`config.mk`:
```
export PLATFORM = sky130hd
export DESIGN_NAME = pipe_skid_reg
export DESIGN_NICKNAME = d
export VERILOG_FILES = /design/src/rtl/pipe_skid_reg.sv
export SDC_FILE = /design/constraint.sdc
export NUM_CORES = 1
export LEC_CHECK = 0
export BUFFER_PORTS_ARGS = -buffer_cell sky130_fd_sc_hd__buf_2
export CAP_MARGIN = 20
export CORE_UTILIZATION = 52
export CTS_BUF_LIST = sky130_fd_sc_hd__clkbuf_8 sky130_fd_sc_hd__clkbuf_16
export CTS_CLUSTER_SIZE = 12
export DETAILED_ROUTE_END_ITERATION = 8
export PLACE_DENSITY_LB_ADDON = 0.2
export RECOVER_POWER = 25
export SLEW_MARGIN = 10
export SYNTH_ARGS = -nofsm -noshare
export SYNTH_HDL_FRONTEND = slang
export SYNTH_SLANG_ARGS = --single-unit
```
`constraint.sdc`:
```
create_clock -name CLK -period 1.82 [get_ports CLK]
set_clock_uncertainty 0.2 [all_clocks]
set_input_delay 0.273 -clock CLK [delete_from_list [all_inputs] [get_ports CLK]]
set_output_delay 0.273 -clock CLK [all_outputs]
set_load 0.01 [all_outputs]
```
`src/rtl/pipe_skid_reg.sv`:
```
//------------------------------------------------------------------------------
// pipe_skid_reg : elastic 2-entry pipeline register with a registered in_ready.
// Optional perf counters are enabled by defining PIPE_SKID_PERF_EN.
// Revision: 1.0
//------------------------------------------------------------------------------
`default_nettype none

module pipe_skid_reg #(
  parameter int WIDTH = 64,
  parameter int CNT_W = 16
) (
  input  logic             CLK,
  input  logic             RST,
  input  logic             flush,
  input  logic             in_valid,
  output logic             in_ready,
  input  logic [WIDTH-1:0] in_data,
  output logic             out_valid,
  input  logic             out_ready,
  output logic [WIDTH-1:0] out_data,
  output logic [1:0]       occupancy,
  output logic [CNT_W-1:0] stall_cnt,
  output logic [CNT_W-1:0] flush_cnt
);

  // Encodings equal the entry count so occupancy is the state itself.
  localparam logic [1:0] S_EMPTY = 2'd0;
  localparam logic [1:0] S_ONE   = 2'd1;
  localparam logic [1:0] S_FULL  = 2'd2;

  logic [1:0]       r_state;
  logic [1:0]       w_next_state;
  logic [WIDTH-1:0] r_main;
  logic [WIDTH-1:0] r_skid;
  logic             w_push;
  logic             w_pop;

  assign w_push = in_valid && in_ready;
  assign w_pop  = out_valid && out_ready;

  always_ff @(posedge CLK) begin
    if (RST) begin
      r_state <= S_EMPTY;
    end else begin
      r_state <= w_next_state;
    end
  end

  always_comb begin
    w_next_state = r_state;
    if (flush) begin
      w_next_state = S_EMPTY;
    end else begin
      case (r_state)
        S_EMPTY: if (w_push) w_next_state = S_ONE;
        S_ONE: begin
          if (w_push && !w_pop)      w_next_state = S_FULL;
          else if (!w_push && w_pop) w_next_state = S_EMPTY;
        end
        S_FULL:  if (w_pop) w_next_state = S_ONE;
        default: w_next_state = S_EMPTY;
      endcase
    end
  end

  always_comb begin
    out_valid = (r_state != S_EMPTY);
    in_ready  = (r_state != S_FULL);
    occupancy = r_state;
    out_data  = r_main;
  end

  always_ff @(posedge CLK) begin
    if (RST || flush) begin
      r_main <= '0;
      r_skid <= '0;
    end else begin
      case (r_state)
        S_EMPTY: if (w_push) r_main <= in_data;
        S_ONE: begin
          if (w_push && w_pop) r_main <= in_data;
          else if (w_push)     r_skid <= in_data;
        end
        S_FULL:  if (w_pop) r_main <= r_skid;
        default: ;
      endcase
    end
  end

`ifdef PIPE_SKID_PERF_EN
  logic [CNT_W-1:0] r_stall_cnt;
  logic [CNT_W-1:0] r_flush_cnt;

  // Saturating counters; only RST clears them.
  always_ff @(posedge CLK) begin
    if (RST) begin
      r_stall_cnt <= '0;
      r_flush_cnt <= '0;
    end else begin
      if (out_valid && !out_ready && !flush && (r_stall_cnt != {CNT_W{1'b1}}))
        r_stall_cnt <= r_stall_cnt + 1'b1;
      if (flush && (r_state != S_EMPTY) && (r_flush_cnt != {CNT_W{1'b1}}))
        r_flush_cnt <= r_flush_cnt + 1'b1;
    end
  end

  assign stall_cnt = r_stall_cnt;
  assign flush_cnt = r_flush_cnt;
`else
  assign stall_cnt = '0;
  assign flush_cnt = '0;
`endif

endmodule

`default_nettype wire
```
Word-level counts from Yosys, hierarchy flattened --
Cells that the tools add are included.
Word-level totals: bits in registers 130, bits of input ports 69, output and inout port bits 100
Cells by class: equality and inequality tests 7, muxes and demuxes 9, bitwise logic cells 1, reductions and logical operators 15
Operators with widths (count):
- 64-bit 2-to-1 mux | 3
- 64-bit one-hot mux with 3 select lines | 1
- 2-bit 2-to-1 mux | 4
- 2-bit inequality test, second input constant | 4
- 2-bit one-hot mux with 3 select lines | 1
- 3-bit AND reduction | 2
- 1-bit logical AND | 5
- 4-bit AND reduction | 1
- 3-bit inequality test, second input constant | 1
- 3-bit nonzero test | 1
- 2-bit by 1-bit == test with 1-bit output, second input constant | 1
- 2-bit == test, second input constant | 1
- 1-bit zero test | 2
- 2-bit zero test | 1
- 2-bit nonzero test | 1
- 2-bit OR reduction | 1
- 1-bit logical OR | 1
- 1-bit inverter | 1

Logic depth before layout (Yosys ltp) --
depth in word-level cells 7, depth in mapped cells 6, depth with buffers taken out 3

Worst setup path after synthesis --
No wires, ideal clock.
path type register -> register, start point reg r_state[0], in the netlist occupancy[0], end point reg r_main[10], in the netlist out_data[10], arrival 1.312 ns, data required time 1.534 ns, slack 0.222 ns, stages on the path, launching flop included 6, buffers on the path 2, period minus slack after synthesis 1.598 ns, cell sequence dfxtp_1 > and3b_1 > a21o_1 > buf_2 > buf_1 > a211oi_1
On the way: longest elaborated chain between the ends 5
Ends and longest elaborated chain:
- start: declaration | line 31 | logic [1:0] r_state;
- start signal: assignment | line 45 | r_state <= w_next_state;
- 2-bit inequality test / 2-bit nonzero test (equally long branches) | line 68, 67
- 1-bit logical AND, on equally long branches | line 38, 39
- 1-bit logical AND | line 81 | if (w_push && w_pop) r_main <= in_data;
- 2-bit inequality test (no source line)
- 4-bit AND reduction (no source line)
- end signal: assignment | line 79 | S_EMPTY: if (w_push) r_main <= in_data;
- end signal: assignment | line 81
- end signal: assignment | line 84 | S_FULL: if (w_pop) r_main <= r_skid;
- end: declaration | line 33 | logic [WIDTH-1:0] r_main;
Several ways; a longest one is shown, not always the timed one. A chain may end at the register's enable or synchronous reset.

Final worst setup path --
start point reg r_state[1], in the netlist occupancy[1], end point out out_valid
On the way: longest elaborated chain between the ends 1
Ends and longest elaborated chain:
- 2-bit nonzero test | line 67 | out_valid = (r_state != S_EMPTY);
- end: declaration | line 18 | output logic out_valid,
Every way passes these cells.

==> impl_metrics.py <==
metrics = {
    "logic_synthesis": {
        "synth-seq-cells": 130,
        "yosysSeqAreaShare_pct": 45.7,
        "yosys-top-cells-count": "dfxtp_1 (130), nand2_1 (129), a211oi_1 (128)",
        "yosysMostFrequentCell": "dfxtp_1",
        "yosysTopAreaCell": "dfxtp_1",
        "synth_top_area_share_pct": 45.7,
        "ys.warnings.count": 0,
        "synthTopCellsByArea": "dfxtp_1 (46%), a211oi_1 (17%), mux2i_1 (11%), nand2_1 (8.5%), a21oi_1 (5.7%)",
        "syn_area_mm2": 0.00569,
        "syn_inst": 629,
        "synth_edf_count": 0,
        "ys_types": 24,
        "syn_avg_cell_area_um2": 9.05,
        "synth-main-ff-cell": "dfxtp_1",
        "ys_async_sr_fraction_pct": 0,
    },
    "setup_path": {
        "worst-setup-path-type": "reg -> out",
        "crit_fanout": 6,
        "crit_end": "out_valid",
        "crit_arrival_ns": 1.30,
        "end_kind": "output port",
        "reg2reg_slack_ns": 0.10,
        "reg2regPathDepth": 5,
        "reg2reg_from": "occupancy[1]$_SDFFE_PP0P_",
        "start_kind": "flip-flop",
        "startpoint": "occupancy[1]$_SDFFE_PP0P_",
        "required_ns": 1.35,
        "r2r-end": "out_data[46]$_SDFFE_PP0P_",
    },
    "cts": {
        "clock_sinks": 130,
        "path_clk_slew_ns": 0.06,
        "numCtsBuffers": 17,
        "insertion_delay_ns": 0.50,
        "cts_tree": "done",
        "ctsRootBufferMaster": "clkbuf_8",
        "cts_buffer_depth": 2,
        "cts.htree.levels": 4,
    },
    "global_route": {
        "grt_pass1_vias": 5027,
        "grt_antenna_before_repair": 0,
        "grt_start_max_net_pins": 131,
        "grt_pass1_wl_um": 24600,
        "overflow": 0,
        "grtUsageTotal_pct": 27.1,
    },
    "place": {
        "place_hpwl_um": 8650,
        "io_buffers": 136,
        "placed_cell_area_mm2": 0.00642,
        "place.gp.congestion": 0.746,
        "dp_slack_ns": 0.0403,
        "dpl.cell_count": 854,
    },
    "drt": {
        "routedWlPerCell_um": 15.7,
        "vias": 5229,
        "antenna_left": 0,
        "drcViolationCount": 0,
        "drt_iter0_drc": 286,
        "dr.pass1.iters": 5,
        "viasPerCell": 5.46,
        "drt_wl_total_um": 15100,
    },
    "sta": {
        "tightest_slew_ns": 0.591,
        "setup-violations-final": 0,
        "timing.final.ws_setup_ns": 0.0446,
        "period_minus_slack_ns": 1.78,
        "slew_headroom_pct": 60.6,
        "post-route-period-util_pct": 97.6,
        "fin_tns_setup_ns": 0,
        "hold_viol": 0,
        "fmax_mhz": 563,
        "maxSlewViolCount": 0,
        "rsz0062_at_grt": "no",
    },
    "final_layout": {
        "area_growth_pct": 35.3,
        "postLayoutCoreUtil_pct": 73.6,
        "stdcell_count": 957,
        "n_antenna_cell": 0,
        "fillerInstances": 786,
        "fin_nets": 877,
        "drive_above_1_share_pct": 18.6,
        "finalInstanceArea_mm2": 0.00770,
    },
    "die": {
        "start_util_pct": 54.4,
        "core_area_mm2": 0.0105,
        "fp.dieW_um": 107,
        "die_area_mm2": 0.0114,
        "die_h_um": 107,
        "std_cell_rows": 37,
        "io_pins": 169,
    },
    "power": {
        "power_density_mw_per_mm2": 926,
        "cellInternalPower_uw": 5430,
        "peakVddDrop_mv": 0.551,
        "switching_share_pct": 23.9,
        "p_switching_uw": 1700,
        "sequentialPowerShare_pct": 41.6,
        "pwr-share-clk_pct": 47.9,
        "pwr-share-comb_pct": 10.5,
        "p_leak_uw": 0.00332,
    },
    "job": {
        "maxCapViolCount": 0,
    },
    "worst_hold_path": {
        "hp-class": "reg -> reg",
    },
    "run_status": {
        "status": "completed",
    },
}
-- state kept, by name (all words and copies together) (netlist names) --
signal,cells
occupancy,2
out_data,64
r_skid,64
-- logic make-up (layout without fill, tap and decap cells) --
logic type      after synthesis  in the layout  synth area share [%]
mux                          64             64                  11.3
simple gates                140            140                  9.91
other cells                   1             32                0.0659
flops                       130            130                  45.7
buf+inv                      97            258                  9.91
compound gates              197            197                  23.1
-- timing repair --
item,4_1_cts,5_1_grt
endpoints found under the setup margin,3,31
gates cloned,1,0
setup buffers,4,0
hold endpoints to repair,130,0
resized for setup,4,3
hold buffers,66,0
-- routing by layer --
layer  part of all wire (%)  global-route usage [%]
met1                     42                    34.4
met2                     50                    45.3
met3                    5.6                    5.17
met4                    1.8                    10.7
met5                      0                       0
-- critical path: stages, from the launching register on --
cell and delay [ns]:
dfxtp_4 0.36, or2_2 0.28, buf_2 0.15
-- worst min path at each step --
stage                            start                 endpoint  slack, ns  cells past startpoint
2_1_floorplan               in_data[0]   r_skid[0]$_SDFFE_PP0P_       0.21                      2
3_3_place_gp   r_skid[36]$_SDFFE_PP0P_  r_skid[36]$_SDFFE_PP0P_       0.24                      2
3_5_place_dp   r_skid[33]$_SDFFE_PP0P_  r_skid[33]$_SDFFE_PP0P_       0.25                      2
4_1_cts         r_skid[2]$_SDFFE_PP0P_   r_skid[2]$_SDFFE_PP0P_       0.25                      2
5_1_grt        r_skid[48]$_SDFFE_PP0P_  r_skid[48]$_SDFFE_PP0P_       0.27                      2
6_report       r_skid[26]$_SDFFE_PP0P_  r_skid[26]$_SDFFE_PP0P_       0.25                      2
-- per-stage QoR --
stage	hold WS (ns)	power, uW
detailed placement	0.246	3660
global route	0.274	7380
floorplan	0.209	3450
finish	0.251	7130
CTS	0.254	7160
global placement	0.241	3650
-- power groups by stage --
stage,Sequential (uW),Combinational [uW],Clock [uW]
floorplan,3050,394,0
global route,2980,815,3590
global placement,3030,622,0
detailed placement,3030,635,0
CTS,2970,752,3450
finish,2970,749,3410
-- placed cells by master (no fill, tap or decap), types with 2 or more instances in the layout --
| cell | synthesis | final |
|---|---|---|
| a211oi_1 | 128 | 128 |
| a21oi_1 | 65 | 65 |
| buf_12 | 0 | 10 |
| buf_2 | 34 | 87 |
| buf_4 | 32 | 11 |
| bufinv_16 | 0 | 3 |
| clkbuf_1 | 22 | 49 |
| clkbuf_16 | 0 | 16 |
| clkbuf_8 | 0 | 3 |
| clkinv_2 | 0 | 2 |
| clkinv_4 | 0 | 4 |
| clkinvlp_4 | 0 | 3 |
| conb_1 | 1 | 32 |
| dfxtp_1 | 130 | 128 |
| dfxtp_4 | 0 | 2 |
| dlygate4sd3_1 | 0 | 66 |
| mux2i_1 | 64 | 64 |
| nand2_1 | 129 | 129 |
-- layout make-up --
class                           count  area, um^2  share of cell area, %
Sequential cell                   130        2610                   33.9
Multi-Input combinational cell    433        2700                   35.0
Timing Repair Buffer              226        1620                   21.1
Clock inverter                     13         161                   2.10
Tap cell                          136         170                   2.21
Clock buffer                       19         442                   5.74
Note: power is estimated with default switching activity, not from simulation.
